===== src/rtl/audio_pkg.sv =====
// Shared constants and types for the I2S codec front end.
package audio_pkg;

  localparam int DEF_SAMPLE_BITS = 16;

  // Strobe bit positions in sample_end / sample_req.
  localparam int CH_L = 1;
  localparam int CH_R = 0;

  typedef logic signed [DEF_SAMPLE_BITS-1:0] sample_t;

endpackage


===== src/rtl/audio_bclk_gen.sv =====
// Bit-clock divider, frame bit index and LR clock generation.
module audio_bclk_gen #(
  parameter int SLOT_BITS = 32,
  parameter int BCLK_DIV  = 8,
  localparam int BW = $clog2(2 * SLOT_BITS),
  localparam int DW = (BCLK_DIV > 1) ? $clog2(BCLK_DIV) : 1
) (
  input  logic          clk,
  input  logic          reset,
  output logic          bclk,
  output logic          lrclk,
  output logic          rise_tick,
  output logic          fall_tick,
  output logic [BW-1:0] bit_idx,
  output logic [BW-1:0] bit_idx_nxt
);

  localparam logic [DW-1:0] D_LAST  = DW'(BCLK_DIV - 1);
  localparam logic [BW-1:0] B_LAST  = BW'(2 * SLOT_BITS - 1);
  localparam logic [BW-1:0] B_RIGHT = BW'(SLOT_BITS);

  logic [DW-1:0] d_q, d_d;
  logic [BW-1:0] b_q, b_d;
  logic          bclk_q, bclk_d;
  logic          lr_q, lr_d;
  logic          tick;

  always_comb begin
    tick      = (d_q == D_LAST);
    d_d       = tick ? '0 : d_q + 1'b1;
    bclk_d    = bclk_q ^ tick;
    rise_tick = tick & ~bclk_q;
    fall_tick = tick & bclk_q;
    b_d       = b_q;
    if (fall_tick) begin
      b_d = (b_q == B_LAST) ? '0 : b_q + 1'b1;
    end
    // LR follows the index that takes effect on this fall tick.
    lr_d = fall_tick ? (b_d >= B_RIGHT) : lr_q;
  end

  always_ff @(posedge clk) begin
    if (reset) begin
      d_q    <= '0;
      b_q    <= B_LAST;
      bclk_q <= 1'b0;
      lr_q   <= 1'b0;
    end else begin
      d_q    <= d_d;
      b_q    <= b_d;
      bclk_q <= bclk_d;
      lr_q   <= lr_d;
    end
  end

  assign bclk        = bclk_q;
  assign lrclk       = lr_q;
  assign bit_idx     = b_q;
  assign bit_idx_nxt = b_d;

endmodule


===== src/rtl/audio_codec_if.sv =====
// I2S front end for a slave-mode codec: ADC capture, DAC playback and the
// per-channel strobes that pace the effects stage.
module audio_codec_if #(
  parameter int SAMPLE_BITS = audio_pkg::DEF_SAMPLE_BITS,
  parameter int SLOT_BITS   = 32,
  parameter int BCLK_DIV    = 8
) (
  input  logic                   clk,
  input  logic                   reset,
  output logic                   aud_bclk,
  output logic                   aud_adclrck,
  output logic                   aud_daclrck,
  input  logic                   aud_adcdat,
  output logic                   aud_dacdat,
  output logic [1:0]             sample_end,
  output logic [1:0]             sample_req,
  output logic [SAMPLE_BITS-1:0] audio_input_l,
  output logic [SAMPLE_BITS-1:0] audio_input_r,
  input  logic [SAMPLE_BITS-1:0] audio_output_l,
  input  logic [SAMPLE_BITS-1:0] audio_output_r
);
  import audio_pkg::*;

  localparam int BW = $clog2(2 * SLOT_BITS);
  localparam logic [BW-1:0] B_L_REQ  = '0;
  localparam logic [BW-1:0] B_R_REQ  = BW'(SLOT_BITS);
  localparam logic [BW-1:0] B_L_LOAD = BW'(1);
  localparam logic [BW-1:0] B_R_LOAD = BW'(SLOT_BITS + 1);
  localparam logic [BW-1:0] B_L_DONE = BW'(SAMPLE_BITS);
  localparam logic [BW-1:0] B_R_DONE = BW'(SLOT_BITS + SAMPLE_BITS);

  logic          bclk, lrclk, rise_tick, fall_tick;
  logic [BW-1:0] bit_idx, bit_idx_nxt;

  audio_bclk_gen #(
    .SLOT_BITS (SLOT_BITS),
    .BCLK_DIV  (BCLK_DIV)
  ) u_bclk_gen (
    .clk         (clk),
    .reset       (reset),
    .bclk        (bclk),
    .lrclk       (lrclk),
    .rise_tick   (rise_tick),
    .fall_tick   (fall_tick),
    .bit_idx     (bit_idx),
    .bit_idx_nxt (bit_idx_nxt)
  );

  logic [SAMPLE_BITS-1:0] dac_sr_q, dac_sr_d;
  logic [SAMPLE_BITS-1:0] cap_q, cap_d;
  logic [SAMPLE_BITS-1:0] in_l_q, in_l_d;
  logic [SAMPLE_BITS-1:0] in_r_q, in_r_d;
  logic [1:0]             end_q, end_d;
  logic [1:0]             req_q, req_d;
  logic                   started_q, started_d;

  always_comb begin
    dac_sr_d  = dac_sr_q;
    cap_d     = cap_q;
    in_l_d    = in_l_q;
    in_r_d    = in_r_q;
    end_d     = 2'b00;
    req_d     = 2'b00;
    started_d = started_q | fall_tick;

    if (fall_tick) begin
      if (bit_idx_nxt == B_L_REQ) req_d[CH_L] = 1'b1;
      if (bit_idx_nxt == B_R_REQ) req_d[CH_R] = 1'b1;
      // Loads land one bit after the LR edge to honour the I2S delay.
      if (bit_idx_nxt == B_L_LOAD) begin
        dac_sr_d = audio_output_l;
      end else if (bit_idx_nxt == B_R_LOAD) begin
        dac_sr_d = audio_output_r;
      end else begin
        dac_sr_d = {dac_sr_q[SAMPLE_BITS-2:0], 1'b0};
      end
    end

    if (rise_tick) begin
      cap_d = {cap_q[SAMPLE_BITS-2:0], aud_adcdat};
      // The pre-frame rise tick must not complete a capture.
      if (started_q && bit_idx == B_L_DONE) begin
        in_l_d      = cap_d;
        end_d[CH_L] = 1'b1;
      end
      if (started_q && bit_idx == B_R_DONE) begin
        in_r_d      = cap_d;
        end_d[CH_R] = 1'b1;
      end
    end
  end

  always_ff @(posedge clk) begin
    if (reset) begin
      dac_sr_q  <= '0;
      cap_q     <= '0;
      in_l_q    <= '0;
      in_r_q    <= '0;
      end_q     <= '0;
      req_q     <= '0;
      started_q <= 1'b0;
    end else begin
      dac_sr_q  <= dac_sr_d;
      cap_q     <= cap_d;
      in_l_q    <= in_l_d;
      in_r_q    <= in_r_d;
      end_q     <= end_d;
      req_q     <= req_d;
      started_q <= started_d;
    end
  end

  assign aud_bclk      = bclk;
  assign aud_adclrck   = lrclk;
  assign aud_daclrck   = lrclk;
  assign aud_dacdat    = dac_sr_q[SAMPLE_BITS-1];
  assign sample_end    = end_q;
  assign sample_req    = req_q;
  assign audio_input_l = in_l_q;
  assign audio_input_r = in_r_q;

endmodule


===== config.mk =====
export PLATFORM = sky130hd
export DESIGN_NAME = audio_codec_if
export DESIGN_NICKNAME = d
export VERILOG_FILES = /design/src/rtl/audio_pkg.sv /design/src/rtl/audio_bclk_gen.sv /design/src/rtl/audio_codec_if.sv
export SDC_FILE = /design/constraint.sdc
export NUM_CORES = 1
export LEC_CHECK = 0
export BUFFER_PORTS_ARGS = -buffer_cell sky130_fd_sc_hd__buf_2
export CORE_UTILIZATION = 54
export DETAILED_ROUTE_END_ITERATION = 10
export GPL_ROUTABILITY_DRIVEN = 0
export PLACE_DENSITY = 0.85
export SYNTH_ARGS = -nofsm -noshare
export SYNTH_HDL_FRONTEND = slang
export SYNTH_HIERARCHICAL = 1
export SYNTH_SLANG_ARGS = --single-unit
export TNS_END_PERCENT = 100

===== constraint.sdc =====
create_clock -name clk -period 3.1 [get_ports clk]
set_input_delay 0.62 -clock clk [delete_from_list [all_inputs] [get_ports clk]]
set_output_delay 0.62 -clock clk [all_outputs]
set_load 0.01 [all_outputs]

Word-level counts from Yosys, hierarchy flattened --
Cells that the tools add are included.
Storage, ports and cells: input port bits 35, word-level logic and storage cells 44, output and inout port bits 40, register bits 79
Operators by class: add/subtract/negate cells 2, muxes and demuxes 8, reductions and logical operators 8, bitwise logic cells 7, $lt $le $gt $ge 1, equality and inequality tests 7
Operator list (number):
- 2-to-1 mux 16 bit | 2
- equality test 6 bit (second input constant) | 4
- 2-to-1 mux 6 bit | 2
- adder 6 x 1 -> 6 bit (second input constant) | 1
- equality test 6 x 1 -> 1 bit (second input constant) | 1
- equality test 6 x 5 -> 1 bit (second input constant) | 1
- greater-or-equal comparator 6 bit (second input constant) | 1
- zero test 6 bit | 1
- OR reduction 2 bit | 3
- 2-to-1 mux 1 bit | 4
- AND reduction 2 bit | 2
- adder 3 x 1 -> 3 bit (second input constant) | 1
- equality test 3 bit (second input constant) | 1
- NOT 1 bit | 3
- AND 1 bit | 2
- logical AND 1 bit | 2
- bitwise OR 1 bit | 1
- XOR 1 bit | 1

Depth between registers and ports, before layout --
Gate-level depths: netlist (run 1).
depth in word-level cells 6, depth in mapped cells 12, mapped depth without buffers 9

Cells and area by module --
Netlist (run 1), hierarchy kept.
Modules (own cells, without submodules):
- audio_codec_if | instances 1, seq. area each 1361.3 sq um, cells each 319, area an instance 3104.2 sq um
- audio_bclk_gen | instances 1, seq. area each 220.2 sq um, cells each 51, area an instance 531.8 sq um

Worst setup path before layout (run 1) --
Ideal clock, no wire load.
path type reg-to-reg, start reg u_bclk_gen.d_q[0], end reg dac_sr_q[6], arrival 2.469 ns, setup time 0.144 ns, required time 2.956 ns, path buffers 2, setup slack 0.486 ns, clock period less this slack 2.614 ns, stages on the path, launching flop included 10, cells stage by stage dfxtp_1 > ha_1 > ha_1 > ha_1 > buf_4 > mux2_1 > nor4_1 > clkbuf_1 > a211o_1 > o311ai_0
On the way: longest elaborated chain between the ends 6, elaborated cells on any way between the ends 7, classes of those cells eq/ne: 3; mux: 3; bitwise: 1
RTL lines:
- from (decl) | line audio_bclk_gen.sv:22 | logic [DW-1:0] d_q, d_d;
- from (signal assigned) | line audio_bclk_gen.sv:44 | d_q <= '0;
- from (signal assigned) | line audio_bclk_gen.sv:49 | d_q <= d_d;
- equality test 3 bit * | line audio_bclk_gen.sv:29 | tick = (d_q == D_LAST);
- AND 1 bit * | line audio_bclk_gen.sv:33 | fall_tick = tick & bclk_q;
- named net fall_tick | line audio_codec_if.sv:32 | logic bclk, lrclk, rise_tick, fall_tick;
- 2-to-1 mux 6 bit * | line audio_bclk_gen.sv:35 | if (fall_tick) begin
- named net bit_idx_nxt[1] | line audio_codec_if.sv:33 | logic [BW-1:0] bit_idx, bit_idx_nxt;
- equality test 6 bit | line audio_codec_if.sv:72 | end else if (bit_idx_nxt == B_R_LOAD) begin
- 2-to-1 mux 16 bit | line audio_codec_if.sv:72
- 2-to-1 mux 16 bit * | line audio_codec_if.sv:70 | if (bit_idx_nxt == B_L_LOAD) begin
- to (signal assigned) | line audio_codec_if.sv:103 | dac_sr_q <= dac_sr_d;
- to (decl) | line audio_codec_if.sv:49 | logic [SAMPLE_BITS-1:0] dac_sr_q, dac_sr_d;
The timed path passes the listed nets; every way through them passes the cells marked *. A chain may end at the register's enable or synchronous reset.

Final worst setup path (run 1) --
start reg u_bclk_gen.d_q[0], end reg dac_sr_q[9]
Same word-level chain as after synthesis.

==> results of run 1 <==
-- final cells by class --
cell class	instances	area [µm²]
clock buffers	10	138
clock inverters	6	115
fillers	518	2130
inverters	18	67.6
multi-input cells	241	1840
flip-flops and latches	79	1580
well taps	77	96.3
repair buffers	84	445
-- synthesized netlist by cell type (2+ instances only) --
master / count / area, µm²
a211o_1: 15 / 131
a21oi_1: 2 / 10.0
buf_4: 3 / 22.5
buf_6: 3 / 33.8
clkbuf_1: 25 / 93.8
dfxtp_1: 79 / 1580
ha_1: 5 / 62.6
inv_1: 18 / 67.6
mux2_2: 16 / 180
mux2i_1: 47 / 470
nand2_1: 17 / 63.8
nand2b_1: 50 / 313
nand3_1: 2 / 10.0
nand4_1: 19 / 119
nor2_1: 24 / 90.1
nor3_1: 3 / 15.0
nor3b_1: 2 / 15.0
o21bai_1: 2 / 15.0
o311ai_0: 9 / 78.8
o311ai_1: 6 / 52.6
or2_1: 2 / 12.5
or2_2: 3 / 18.8
xnor2_1: 3 / 26.3
-- stage by stage --
stage	total power [mW]	cells	utilization	instance area, µm²	hold slack, ns
floorplan	1.08	370	-	3640	0.408
global placement	1.11	499	0.628	4040	0.414
detailed placement	1.11	499	0.628	4040	0.434
CTS	2.05	515	0.668	4290	0.446
global route	2.10	515	0.668	4290	0.459
finish	2.04	515	0.668	4290	0.440
-- registers in the layout, summed over array words and instances (netlist names), 2 cells and up --
signal,count
u_bclk_gen/bit_idx,6
cap_q,15
dac_sr_q,16
audio_input_r,16
sample_end,2
u_bclk_gen/d_q,3
sample_req,2
audio_input_l,16
-- per-layer routing --
layer	share of wire	global-route usage	vias to the layer above
met5	0	0	-
met4	0.015	0.0862	0
met3	0.043	0.0415	10
met2	0.47	0.346	82
met1	0.47	0.255	1285
li1	-	-	1410
-- cells by family (layout without fill, tap and decap cells) --
kind of cell	Yosys count	count (layout)	synth area share
and+or+nand+nor	131	131	0.203
xor gates and xnor gates	4	4	0.00964
buffers and inverters	50	118	0.0612
DFF	79	79	0.435
muxes	64	64	0.182
adders and majority gates	5	5	0.0172
AOI/OAI and AO/OA	37	37	0.0919
-- worst register-to-register path: stages, from the launching register on --
cell and delay, ns:
dfxtp_1 0.34, ha_1 0.16, ha_1 0.24, ha_1 0.41, and2_1 0.24, and3_1 0.19, nor2_1 0.06, nor4_2 0.21
buf_4 0.34, a211o_1 0.18, o311ai_0 0.13
-- worst max path at each step --
stage | start | slack [ns] | to
floorplan | u_bclk_gen/d_q[0] | 0.49 | dac_sr_q[6]
global placement | u_bclk_gen/d_q[0] | 0.66 | dac_sr_q[14]
detailed placement | u_bclk_gen/d_q[0] | 0.50 | dac_sr_q[9]
CTS | u_bclk_gen/d_q[0] | 0.47 | dac_sr_q[9]
global route | u_bclk_gen/d_q[0] | 0.21 | dac_sr_q[1]
finish | u_bclk_gen/d_q[0] | 0.45 | dac_sr_q[9]
-- where the power goes --
part | internal [mW] | switching, mW
clock | 0.562 | 0.393
combinational | 0.0387 | 0.0302
sequential | 1.02 | 0.00141
==> results.toml, run 1 <==
[run_status]
outcome = "complete, but fails checks"
violations = "design-rule violations"

[finish]
fin_nets = 473
drive_above_1_share = 0.288
areaGrowthSynthToFinish_pct = 17.9
layout_commonest_cell = "dfxtp_1"
antenna_cells = 0
final_cell_mix = "dfxtp_1, buf_2, nand2b_1, mux2i_1, nor2_1"

[hold_path]
hold_path_depth = 1
holdCritPathClass = "reg -> reg"
min_from = "u_bclk_gen/d_q[0]"
hold_end = "u_bclk_gen/d_q[0]"

[power]
power_density_mw_per_mm2 = 476
leakage_nw = 1.75
vdd_drop_max_uv = 250

[logic_synthesis]
netlist_instances = 370
synth_enable_flop_cells = 0
synth-seq-cells = 79
yosysSeqAreaShare = 0.435
synth_area_mm2 = 0.00364
syn_area_per_cell_um2 = 9.83
synth-async-reset-ratio = 0
ys.warnings.count = 6
syn-num-nets = 410
synth_flop_cell = "dfxtp_1"
yosys.cell_types.count = 38

[clock_tree]
clk_path_buf_depth = 2
cts_setup_buffers = 0
cts.clk_slew.worst_paths_ns = 0.08
cts_tree = "done"
cts.sinks = 79
ctsRootBufferMaster = "clkbuf_8"
post_cts_resized = 0
cts_buffers = 9
cts_hold_buf = 0
cts_max_level = 3
clk_latency_ns = 0.35

[critical_path]
crit-reg2reg-launch = "u_bclk_gen/d_q[0]"
r2r-end = "dac_sr_q[9]"
reg2reg_slack_ns = 0.45
required_ns = 3.30
arrival_ns = 2.85
r2r_cells = 10
crit_slowest_cell = "ha_1"
path_depth = 10
path_class = "reg -> reg"
end_kind = "register"
critical-path-top-delay-family = "adder cells"
crit_chain = "ha_1, ha_1, ha_1, and2_1, and3_1, nor2_1, nor4_2, buf_4, a211o_1, o311ai_0"
cpPeakStageDelay_ns = 0.41
crit_top_cell = "ha_1"
start_kind = "register"
cp_max_fo = 32
path_buf_inv = 1

[floorplan]
die_y_um = 84.1
rows = 29
io_pins = 75
core_area_mm2 = 0.00642
initial_core_util = 0.566
die_area_mm2 = 0.00707
die_x_um = 84.1

[placement]
io_buffer_count = 74
dp_slack_ns = 0.498
hpwl_um = 4630

[sta]
timing.fmax_mhz = 378
final.setup.tns_ns = 0
finalClockSkew_ns = 0.00610
slew_violations = 0
final_hold_viol_count = 0
final-setup-viol-count = 0
min_period_ns = 2.65
worst_slack_ns = 0.452
slew_headroom = 0.370
finalCritPeriodShare = 0.854
rsz0062_at_grt = "no"
tightest_slew_ns = 0.945

[global_route]
grt_max_degree = 43
globalRouteTotalUtil = 0.205
antenna_found_initial = 0
grt_pass1_vias = 2621
grt_overflow = 0
grt_pass1_wl_um = 11700

[detailed_routing]
routed_wl_um = 6980
first_pass_iters = 8
drt_iter0_markers = 91
drcViolationCount = 14
routed_via_density = 5.41
vias = 2787
ant_nets = 0
wire_per_inst_um = 13.5

[job]
drv_cap = 0
No activity file was read; power rests on OpenSTA's default activity.
==> run 2, diff against run 1 <==
--- a/config.mk
+++ b/config.mk
@@ -6,10 +6,12 @@
 export NUM_CORES = 1
 export LEC_CHECK = 0
 export BUFFER_PORTS_ARGS = -buffer_cell sky130_fd_sc_hd__buf_2
-export CORE_UTILIZATION = 54
+export CORE_MARGIN = 2
+export CORE_UTILIZATION = 55
+export CTS_BUF_LIST = sky130_fd_sc_hd__clkbuf_8
 export DETAILED_ROUTE_END_ITERATION = 10
 export GPL_ROUTABILITY_DRIVEN = 0
-export PLACE_DENSITY = 0.85
+export PLACE_DENSITY = 0.86
 export SYNTH_ARGS = -nofsm -noshare
 export SYNTH_HDL_FRONTEND = slang
 export SYNTH_HIERARCHICAL = 1
==> run 2 against run 1 <==
The run now ends clean. Via count decreased by 0.68%. Highest routed layer unchanged. Sequential power about the same. Largest power group unchanged. Maximum frequency decreased by 1.7%. Design area decreased by 1.4%. Sequential share of layout area increased by 0.54 points. Critical endpoint is now dac_sr_q[14]. Global-route usage decreased by 0.17 points. Register-to-register slack got worse by 0.04 ns. Routed wire length decreased by 0.34%. Core utilization decreased by 0.58 points. Power decreased by 11%.
==> results.toml, run 2 (synthesized netlist as in run 1, its figures left out) <==
[run_status]
outcome = "completed"

[clock_tree]
cts.sinks = 79
cts_tree = "done"
cts_hold_buf = 0
clk_path_buf_depth = 2
ctsRootBufferMaster = "clkbuf_8"
cts_setup_buffers = 0
post_cts_resized = 0
cts.clk_slew.worst_paths_ns = 0.08
cts_buffers = 9
cts_max_level = 3
clk_latency_ns = 0.37

[floorplan]
initial_core_util = 0.569
core_area_mm2 = 0.00639
die_y_um = 85.3
rows = 29
die_area_mm2 = 0.00728
die_x_um = 85.3
io_pins = 75

[sta]
finalClockSkew_ns = 0.0115
min_period_ns = 2.69
rsz0062_at_grt = "no"
slew_violations = 0
timing.fmax_mhz = 371
finalCritPeriodShare = 0.868
final.setup.tns_ns = 0
tightest_slew_ns = 0.953
slew_headroom = 0.365
final-setup-viol-count = 0
final_hold_viol_count = 0

[critical_path]
required_ns = 3.32
crit_slowest_cell = "ha_1"
crit_start = "u_bclk_gen/d_q[0]"
cpPeakStageDelay_ns = 0.47
end_kind = "register"
r2r-end = "dac_sr_q[14]"
arrival_ns = 2.92
r2r_cells = 10
crit_chain = "ha_1, ha_1, ha_1, nand4_1, xor2_1, nor2_1, nor4_2, buf_4, a211o_1, o311ai_0"
cp_max_fo = 32
path_class = "reg -> reg"
crit-reg2reg-launch = "u_bclk_gen/d_q[0]"
crit_path_end = "dac_sr_q[14]"
start_kind = "register"
crit_top_cell = "ha_1"
reg2reg_slack_ns = 0.41

[job]
drv_cap = 0

[placement]
placedCellCount = 498
io_buffer_count = 74
hpwl_um = 4540

[power]
p_total_mw = 1.81
leakage_nw = 1.72
vdd_drop_max_uv = 343
power_density_mw_per_mm2 = 428

[finish]
drive_above_1_share = 0.286
stdcell_count = 514
final_cell_mix = "dfxtp_1, buf_2, nand2b_1, mux2i_1, nor2_1"
layout_commonest_cell = "dfxtp_1"
antenna_cells = 0
fin_nets = 472
areaGrowthSynthToFinish_pct = 16.2

[global_route]
grt_pass1_wl_um = 11900
globalRouteTotalUtil = 0.204
grt_max_degree = 69
antenna_found_initial = 0
grt_overflow = 0
grt_pass1_vias = 2693

[detailed_routing]
drt_iter0_markers = 96
wire_per_inst_um = 13.5
drcViolationCount = 0
vias = 2768
ant_nets = 0
first_pass_iters = 4
routed_wl_um = 6950
routed_via_density = 5.39

[hold_path]
holdCritPathClass = "reg -> reg"
## run 2: cell count changes in the layout (fill, tap and decap cells not counted), sizes merged
cell / previous run / this run
bufinv: 3 / 0
clkbuf: 10 / 9
buf: 84 / 83
inv: 20 / 22
clkinv: 0 / 2
## run 2: report_power, final
part | internal [mW] | switching [mW] | leakage (nW)
logic | 0.0387 | 0.0295 | 0.987
registers | 1.02 | 0.00133 | 0.637
clock network | 0.307 | 0.416 | 0.0927
total | 1.36 | 0.447 | 1.72
## run 2: worst min-delay path by stage
stage	from	to	slack (ns)	cells after the start
global placement	u_bclk_gen/d_q[0]	u_bclk_gen/d_q[0]	0.41	1
CTS	u_bclk_gen/d_q[0]	u_bclk_gen/d_q[0]	0.44	1
finish	u_bclk_gen/d_q[0]	u_bclk_gen/d_q[0]	0.44	1
floorplan	u_bclk_gen/d_q[0]	u_bclk_gen/d_q[0]	0.41	1
global route	u_bclk_gen/d_q[0]	u_bclk_gen/d_q[0]	0.44	1
detailed placement	u_bclk_gen/d_q[0]	u_bclk_gen/d_q[0]	0.43	1
## run 2: critical path, delay by kind of cell, from the launching register on
family | cells | cell delay (ns)
adders and majority gates | 3 | 0.85
and+or+nand+nor | 3 | 0.49
buffers and inverters | 1 | 0.35
DFF | 1 | 0.34
AOI/OAI and AO/OA | 2 | 0.30
xor gates and xnor gates | 1 | 0.22
## run 2: layout make-up
| type | instances | area [µm²] |
|---|---|---|
| inverter | 18 | 67.6 |
| sequential | 79 | 1580 |
| fill | 500 | 2160 |
| clock buffer | 9 | 124 |
| tap | 77 | 96.3 |
| multi-input combinational | 241 | 1840 |
| timing repair buffer | 83 | 450 |
| clock inverter | 7 | 62.6 |
## run 2: per-layer routing
metal	up-vias	track usage	share of wire
met2	77	0.349	0.48
met3	7	0.0681	0.055
met1	1275	0.232	0.45
met5	-	0	0
met4	0	0.0837	0.014
li1	1409	-	-
## run 2: metrics by stage
step | hold slack [ns] | utilization | worst slack (ns) | instance area (µm²)
3_3_place_gp | 0.414 | 0.633 | 0.586 | 4040
4_1_cts | 0.437 | 0.662 | 0.416 | 4230
6_report | 0.436 | 0.662 | 0.408 | 4230
3_5_place_dp | 0.426 | 0.633 | 0.443 | 4040
5_1_grt | 0.442 | 0.662 | 0.188 | 4230
2_1_floorplan | 0.408 | - | 0.486 | 3640
==> run 3, diff against run 2 <==
--- a/config.mk
+++ b/config.mk
@@ -7,11 +7,11 @@
 export LEC_CHECK = 0
 export BUFFER_PORTS_ARGS = -buffer_cell sky130_fd_sc_hd__buf_2
 export CORE_MARGIN = 2
-export CORE_UTILIZATION = 55
+export CORE_UTILIZATION = 25
 export CTS_BUF_LIST = sky130_fd_sc_hd__clkbuf_8
 export DETAILED_ROUTE_END_ITERATION = 10
 export GPL_ROUTABILITY_DRIVEN = 0
-export PLACE_DENSITY = 0.86
+export PLACE_DENSITY = 0.49
 export SYNTH_ARGS = -nofsm -noshare
 export SYNTH_HDL_FRONTEND = slang
 export SYNTH_HIERARCHICAL = 1
==> constraint.sdc (replaced) <==
create_clock -name clk -period 3.45 [get_ports clk]
set_input_delay 0.69 -clock clk [delete_from_list [all_inputs] [get_ports clk]]
set_output_delay 0.69 -clock clk [all_outputs]
set_load 0.01 [all_outputs]
==> run 3 against run 2 <==
Design area is 3.5% higher. Worst setup slack improved by 0.30 ns. Sequential power is 10% lower. Routed wire length grew 13%. Non-clock buffer count shrank 1. Register-to-register slack gained 0.30 ns. Power fell by 7.8%. Global-route usage fell by 10 points. Combinational power decreased by 8.7%.
==> results.toml, run 3 (synthesized netlist as in run 1, its figures left out) <==
[clock_tree]
clk_path_buf_depth = 2
cts.clk_slew.worst_paths_ns = 0.08
post_cts_resized = 0
cts_max_level = 3
ctsRootBufferMaster = "clkbuf_8"
cts_tree = "done"
cts.sinks = 79
cts_buffers = 9
cts_hold_buf = 0
cts_setup_buffers = 0
clk_latency_ns = 0.35

[finish]
drive_above_1_share = 0.282
seqCellArea_mm2 = 0.00158
areaGrowthSynthToFinish_pct = 20.3
fin_nets = 471
fillers = 1478
final_cell_mix = "dfxtp_1, buf_2, nand2b_1, mux2i_1, nor2_1"
fin_area_mm2 = 0.00438
multiInputGateArea_mm2 = 0.00184
antenna_cells = 0
layout_commonest_cell = "dfxtp_1"

[power]
leakage_nw = 1.73
power_frac_comb = 0.037
switching_share = 0.230
power_frac_seq = 0.548
vdd_drop_max_uv = 132
clockPowerShare = 0.414
p_switching_mw = 0.383
intPower_mw = 1.29
power_density_mw_per_mm2 = 381

[global_route]
grt_overflow = 0
antenna_found_initial = 0
grt_max_degree = 74
grt_pass1_wl_um = 13000
grt_pass1_vias = 2617
globalRouteTotalUtil = 0.101

[critical_path]
cp_max_fo = 14
required_ns = 3.65
start_kind = "register"
arrival_ns = 2.94
path_class = "reg -> reg"
end_kind = "register"

[sta]
min_period_ns = 2.74
slew_headroom = 0.319
tightest_slew_ns = 1.02
finalClockSkew_ns = 0.00860
final_hold_viol_count = 0
slew_violations = 0
final-setup-viol-count = 0
rsz0062_at_grt = "no"
final.setup.tns_ns = 0
timing.fmax_mhz = 365
finalCritPeriodShare = 0.794

[placement]
io_buffer_count = 74
dpl-instance-area_mm2 = 0.00418
hpwl_um = 5110

[detailed_routing]
ant_nets = 0
vias = 2781
routed_via_density = 4.49
drt_iter0_markers = 124
drcViolationCount = 0
routed_wl_um = 7840
first_pass_iters = 4
wire_per_inst_um = 12.7

[floorplan]
die_y_um = 125
die_x_um = 125
die_area_mm2 = 0.0155
io_pins = 75
rows = 44
core_area_mm2 = 0.0144
initial_core_util = 0.253

[job]
drv_cap = 0

[run_status]
outcome = "completed"

[hold_path]
holdCritPathClass = "reg -> reg"
## run 3: cell types whose count changed in the layout (fill, tap and decap cells not counted), sizes merged
cell    previous run  this run
buf               83        82
bufinv             0         1
inv               22        21
## run 3: critical path, stage by stage, from the launching register on
cell and delay (ns):
dfxtp_1 0.34, ha_1 0.15, ha_1 0.23, ha_1 0.49, a41oi_4 0.19, nor2_1 0.43
buf_12 0.21, mux2_2 0.33, nand4_1 0.09, o311ai_0 0.13
## run 3: cell type report
cell class | instances | area share
multi-input combinational | 241 | 0.422
sequential | 79 | 0.361
timing repair buffer | 82 | 0.104
tap | 184 | 0.0526
clock buffer | 9 | 0.0283
clock inverter | 7 | 0.0166
inverter | 18 | 0.0154
## run 3: layer usage
| layer | vias to the layer above | global-route usage | wire length (µm) |
|---|---|---|---|
| met5 | - | 0 | 0 |
| met4 | 0 | 0.0297 | 82 |
| met3 | 8 | 0.0339 | 430 |
| met2 | 64 | 0.162 | 3500 |
| met1 | 1301 | 0.130 | 3830 |
| li1 | 1408 | - | - |
## run 3: through the flow
step	total power [mW]	worst slack [ns]	util	std cells	hold slack, ns
final	1.67	0.712	0.305	620	0.440
after global routing	1.75	0.475	0.305	620	0.469
after CTS	1.70	0.675	0.305	620	0.448
after detailed placement	1.00	0.717	0.291	604	0.436
after global placement	1.00	0.797	0.291	604	0.418
after floorplan	0.973	0.836	-	370	0.408
## run 3: path summary, 6_finish.rpt
path | slack [ns] | endpoint | startpoint | depth (start not counted)
min reg2reg | 0.44 | u_bclk_gen/d_q[0] | u_bclk_gen/d_q[0] | 1
min | 0.44 | u_bclk_gen/d_q[0] | u_bclk_gen/d_q[0] | 1
max | 0.71 | dac_sr_q[6] | u_bclk_gen/d_q[0] | 9
max reg2reg | 0.71 | dac_sr_q[6] | u_bclk_gen/d_q[0] | 9
## run 3: power by group through the flow
stage | registers (mW) | logic (mW) | clock network, mW
detailed placement | 0.937 | 0.0628 | 0
CTS | 0.915 | 0.0633 | 0.722
floorplan | 0.937 | 0.0365 | 0
finish | 0.915 | 0.0623 | 0.691
global route | 0.916 | 0.0693 | 0.762
global placement | 0.937 | 0.0633 | 0
